==> config.mk <==
export PLATFORM = sky130hd
export DESIGN_NAME = display_arbiter
export DESIGN_NICKNAME = d
export VERILOG_FILES = /design/src/rtl/display_arbiter.sv
export SDC_FILE = /design/constraint.sdc
export NUM_CORES = 1
export LEC_CHECK = 0
export CAP_MARGIN = 20
export CORE_MARGIN = 10
export CORE_UTILIZATION = 59
export CTS_BUF_LIST = sky130_fd_sc_hd__clkbuf_4
export CTS_CLUSTER_SIZE = 40
export DETAILED_ROUTE_END_ITERATION = 12
export DONT_BUFFER_PORTS = 1
export GPL_TIMING_DRIVEN = 0
export PLACE_DENSITY_LB_ADDON = 0.05
export SLEW_MARGIN = 20
export SYNTH_ARGS = -nofsm -noshare
export SYNTH_HDL_FRONTEND = slang
export SYNTH_SLANG_ARGS = --single-unit
==> constraint.sdc <==
create_clock -name clk_100MHz -period 1.5 [get_ports clk_100MHz]
set_input_delay 0.075 -clock clk_100MHz [delete_from_list [all_inputs] [get_ports clk_100MHz]]
set_output_delay 0.075 -clock clk_100MHz [all_outputs]
set_load 0.01 [all_outputs]
==> src/rtl/display_arbiter.sv <==
// display_arbiter: chooses which view (timer or alarm) drives the shared VGA
// output. Alarm ringing beats timer expiry, which beats the user's mode button.
// View changes are deferred to a frame boundary and followed by one blanked frame.
module display_arbiter #(
  parameter int DEBOUNCE_CYCLES  = 1000000,
  parameter int HOLD_FRAMES      = 300,
  parameter int VSYNC_ACTIVE_LOW = 1
) (
  input  logic       clk_100MHz,
  input  logic       reset,
  input  logic       mode_btn,
  input  logic       alarm_ring,
  input  logic       timer_done,
  input  logic       v_sync_in,
  output logic       sel,
  output logic       user_mode,
  output logic       blank,
  output logic       forced,
  output logic [1:0] state
);

  typedef enum logic [1:0] {
    USER       = 2'd0,
    ALARM_OVR  = 2'd1,
    TIMER_HOLD = 2'd2
  } state_t;

  localparam int DW = (DEBOUNCE_CYCLES > 1) ? $clog2(DEBOUNCE_CYCLES) : 1;
  localparam int HW = (HOLD_FRAMES > 1) ? $clog2(HOLD_FRAMES) : 1;
  localparam logic [DW-1:0] DEB_LAST  = DW'(DEBOUNCE_CYCLES - 1);
  localparam logic [HW-1:0] HOLD_LAST = HW'(HOLD_FRAMES - 1);

  state_t          st;
  logic            btn_s1, btn_s2;
  logic            deb, deb_q;
  logic [DW-1:0]   deb_cnt;
  logic            vs1, vs2;
  logic            frame_tick;
  logic [HW-1:0]   hold_cnt;
  logic            target;

  // Synchronize and debounce the button; each accepted press toggles the user view.
  always_ff @(posedge clk_100MHz) begin
    if (!reset) begin
      btn_s1    <= 1'b0;
      btn_s2    <= 1'b0;
      deb       <= 1'b0;
      deb_q     <= 1'b0;
      deb_cnt   <= '0;
      user_mode <= 1'b0;
    end else begin
      btn_s1 <= mode_btn;
      btn_s2 <= btn_s1;
      deb_q  <= deb;
      if (deb && !deb_q)
        user_mode <= ~user_mode;
      if (btn_s2 == deb) begin
        deb_cnt <= '0;
      end else if (deb_cnt == DEB_LAST) begin
        deb     <= btn_s2;
        deb_cnt <= '0;
      end else begin
        deb_cnt <= deb_cnt + DW'(1);
      end
    end
  end

  // Two-stage vsync capture used for frame boundary detection.
  always_ff @(posedge clk_100MHz) begin
    if (!reset) begin
      vs1 <= 1'b0;
      vs2 <= 1'b0;
    end else begin
      vs1 <= v_sync_in;
      vs2 <= vs1;
    end
  end

  assign frame_tick = (VSYNC_ACTIVE_LOW != 0) ? (vs2 & ~vs1) : (~vs2 & vs1);

  // View demanded by the currently registered state.
  always_comb begin
    target = 1'b0;
    unique case (st)
      USER:       target = user_mode;
      ALARM_OVR:  target = 1'b0;
      TIMER_HOLD: target = 1'b1;
      default:    target = 1'b0;
    endcase
  end

  // Arbitration FSM plus frame-aligned select and one-frame blanking.
  always_ff @(posedge clk_100MHz) begin
    if (!reset) begin
      st       <= USER;
      forced   <= 1'b0;
      hold_cnt <= '0;
      sel      <= 1'b0;
      blank    <= 1'b0;
    end else begin
      if (frame_tick) begin
        if (sel != target) begin
          sel   <= target;
          blank <= 1'b1;
        end else begin
          blank <= 1'b0;
        end
      end
      unique case (st)
        USER: begin
          if (alarm_ring) begin
            st     <= ALARM_OVR;
            forced <= 1'b1;
          end else if (timer_done) begin
            st       <= TIMER_HOLD;
            forced   <= 1'b1;
            hold_cnt <= '0;
          end
        end
        ALARM_OVR: begin
          if (!alarm_ring) begin
            st     <= USER;
            forced <= 1'b0;
          end
        end
        TIMER_HOLD: begin
          if (alarm_ring) begin
            st <= ALARM_OVR;
          end else if (timer_done) begin
            hold_cnt <= '0;
          end else if (frame_tick) begin
            if (hold_cnt == HOLD_LAST) begin
              st     <= USER;
              forced <= 1'b0;
            end else begin
              hold_cnt <= hold_cnt + HW'(1);
            end
          end
        end
        default: begin
          st     <= USER;
          forced <= 1'b0;
        end
      endcase
    end
  end

  assign state = st;

endmodule

==> impl_summary.txt <==
----------------------------------------------------
[Synthesis]
  Most used flip-flop cell after synthesis ... sky130_fd_sc_hd__dfxtp_1
  Cell area after synthesis ... 1924 sq um
  Sequential fraction of the synthesis area ... 0.4265
  Area contributors post-synth ... sky130_fd_sc_hd__dfxtp_1 (43%), sky130_fd_sc_hd__nor2_1 (3.9%), sky130_fd_sc_hd__nand2_1 (3.5%), sky130_fd_sc_hd__a21oi_1 (3.4%), sky130_fd_sc_hd__xnor2_1 (3.2%)
  Post-Synthesis Net Count ... 218
  Share of async-settable or async-resettable flops after synthesis ... 0
  Largest area contributor in the netlist ... sky130_fd_sc_hd__dfxtp_1
  Register bit total from synthesis ... 41
  Synth warnings ... 0
  Count of unique library cells instantiated by Yosys ... 50
  Gate count of the mapped netlist ... 210
  Count of flip-flops with a built-in enable after synthesis ... 0
  Yosys top cell area share ... 0.4265
  Syn Area/Cell ... around 9.2 sq um

[Global routing]
  Largest net degree at the start of global routing ... 12
  Total gr overflow ... 0
  Antenna violations before repair ... 0
  Global-route wire length before repair ... 7.721 mm
  Vias in the first global route ... 1604
  Total track usage ... 0.1545

[Setup path]
  Critical register-to-register path endpoint ... hold_cnt[7]
  Worst EP required ... between 1500 and 2000 ps
  Data arrival at the endpoint of the critical path ... 1860 ps
  Worst setup slack for register-to-register paths ... -120 ps
  Critical-path maximum fanout ... 6
  Element type at the critical path start ... flip-flop
  Critical R2R Launch ... hold_cnt[6]
  Critical path endpoint category ... flip-flop
  Number of cell instances on the worst register-to-register path ... 4
  Crit Path Class ... reg -> reg

[Worst hold path]
  Type of the worst min-delay path ... in -> reg
  Hold EP ... hold_cnt[8]
  Worst hold stages ... 2
  Hold Crit Start ... alarm_ring

[Power and ir drop]
  Static leakage ... 0.0008096 uW
  Peak supply drop ... between 0.5 and 0.6 mV
  Overall power consumption ... 1765 uW
  Power density over the cells ... 704.0 nW/um^2

[Layout]
  Share of cells above drive strength 1 ... 0.4059
  Synth-to-Final Area Change ... 30.30%
  Total non-filler cell area in the finished layout ... 2507 sq um
  Highest-count cells in the layout ignoring fill and taps ... sky130_fd_sc_hd__nand2_1 (17), sky130_fd_sc_hd__dfxtp_1 (17), sky130_fd_sc_hd__dfxtp_4 (16)
  NumNets Final ... around 250
  Diodes inserted ... 0
  Final cell count without fillers ... 283
  End-of-flow core utilization ... 0.8146

[Clock tree]
  Clock-pin slew on the worst setup and hold paths ... 120 ps
  Buffer type at the clock tree root ... sky130_fd_sc_hd__clkbuf_4
  Longest Clk Path Bufs ... 2
  Clock Latency Late Sink ... 350 ps
  Max H-tree Level ... 2
  Clock tree from TritonCTS ... done
  TritonCTS buffer count ... 5
  CTS Sinks ... 41

[Job]
  Count of maximum capacitance violations ... 0

[Drt]
  Via-to-Cell Ratio ... 6.230
  Wire length after detailed routing ... around 5.0 mm
  DR pass1 iterations ... 4
  Per-cell routed wire length ... 17.57 um
  Total vias in the final route ... 1763
  DRC ... 0
  DRT iter0 DRCs ... 185
  Detail Route Antenna Nets ... 0

[Floorplan]
  Number of top-level pins ... 12
  Standard-cell row count ... 20
  Placeable Area ... 3078 sq um
  Horizontal die dimension ... 77.11 um
  Effective utilization at floorplan ... 0.6252
  Vertical die dimension ... 77.11 um
  Die Footprint ... 5946 sq um

[Place]
  Total instance count after detailed placement ... 254
  GPL Wtd Cong ... roughly 0.79
  Placed instance area ... 2014 sq um
  Quantity of I/O buffers inserted on ports ... 0
  Detailed Place HPWL ... 2.943 mm

[STA]
  Worst relative slew slack ... 0.6778
  Final Hold Violating Endpoints ... 0
  Clock skew after layout ... just over 9 ps
  Final Max Tran Viols ... 0
  Highest clock frequency the design can meet ... a little over 600 MHz
  Final setup margin ... -121.4 ps
  RSZ-0062 raised after global routing ... true
  Hold slack ... 8.648 ps
  Final setup violation count ... 28
  Fraction of the cycle the final worst path needs ... 1.081
  Fin crit period ... roughly 1600 ps
  Measured slew at the worst slew-check pin ... 481.3 ps

[Status]
  Status ... finished with violations
  Failing checks ... negative setup slack

----------------------------------------------------
stage by stage:
step                      setup WS [ps]  setup TNS [ps]
after global placement           -226.1           -3399
after detailed placement         -298.6           -4856
final                            -121.4           -1571
after floorplan                  -17.39          -88.54
after global routing             -152.3           -2713
after CTS                        -123.1          -677.6
Yosys cell counts (4+ instances only):
master / count
sky130_fd_sc_hd__dfxtp_1: 41
sky130_fd_sc_hd__nor2_1: 20
sky130_fd_sc_hd__nand2_1: 18
sky130_fd_sc_hd__a21oi_1: 13
sky130_fd_sc_hd__nand3_1: 11
sky130_fd_sc_hd__a31oi_1: 7
sky130_fd_sc_hd__inv_1: 7
sky130_fd_sc_hd__xnor2_1: 7
sky130_fd_sc_hd__xor2_1: 7
sky130_fd_sc_hd__and2_1: 5
sky130_fd_sc_hd__o21ai_0: 5
sky130_fd_sc_hd__o31ai_1: 5
sky130_fd_sc_hd__a41oi_1: 4
sky130_fd_sc_hd__and3_1: 4
sequential cells by signal (all words and copies together), names as in the netlist:
register / cells
hold_cnt: 9
blank: 1
deb_cnt: 20
btn_s1: 1
vs1: 1
user_mode: 1
vs2: 1
forced: 1
deb_q: 1
state: 2
btn_s2: 1
deb: 1
sel: 1
worst max-delay path by stage:
stage / startpoint / end / cells past startpoint
2_1_floorplan: hold_cnt[6] / hold_cnt[6] / 4
3_3_place_gp: deb_cnt[8] / deb_cnt[5] / 5
3_5_place_dp: deb_cnt[8] / deb_cnt[8] / 5
4_1_cts: hold_cnt[6] / hold_cnt[7] / 4
5_1_grt: hold_cnt[6] / hold_cnt[0] / 4
6_report: hold_cnt[6] / hold_cnt[7] / 4
power breakdown:
group	leakage, uW	switching (uW)	total, uW	internal [uW]
sequential	0.000349	19.5	1100	1080
combinational	0.000424	50.7	94.0	43.4
clock	0.0000368	334	575	241
total	0.000810	404	1770	1360
critical path, cell delays in order (launching register included):
cell,delay [ps]
sky130_fd_sc_hd__dfxtp_4,360
sky130_fd_sc_hd__or4b_4,570
sky130_fd_sc_hd__o2111a_2,340
sky130_fd_sc_hd__a41oi_2,180
sky130_fd_sc_hd__a31oi_1,60
final cells by class:
cell class / instances / area (sq um)
sequential: 41 / 890.9
tap: 44 / 55.05
inverter: 8 / 30.03
fill: 188 / 570.5
multi-input combinational: 158 / 1264
clock buffer: 8 / 60.06
buffer: 3 / 26.28
timing repair buffer: 21 / 181.4
routing by layer:
layer,vias up,routed length (um),global-route usage
met4,0,96,0.05657
met3,13,350,0.04079
met5,-,0,0
li1,834,-,-
met1,844,2067,0.1927
met2,72,2456,0.2487
kinds of logic after synthesis:
family	count (synthesis)	synth area share
buf+inv	11	0.02405
simple gates	92	0.2828
fa+ha+maj	2	0.01300
flops	41	0.4265
xor+xnor	14	0.06372
mux	3	0.01625
compound gates	47	0.1736
repair_timing:
| item | in CTS | in global routing |
|---|---|---|
| resized for setup | 56 | 28 |
| setup endpoints to repair | 29 | 29 |
| hold endpoints to repair | 18 | 0 |
| gates cloned | 1 | 1 |
| hold buffers | 5 | 0 |
| buffers inserted | 11 | 3 |
| pin swaps | 13 | 13 |
(Power assumes the default switching activity.)
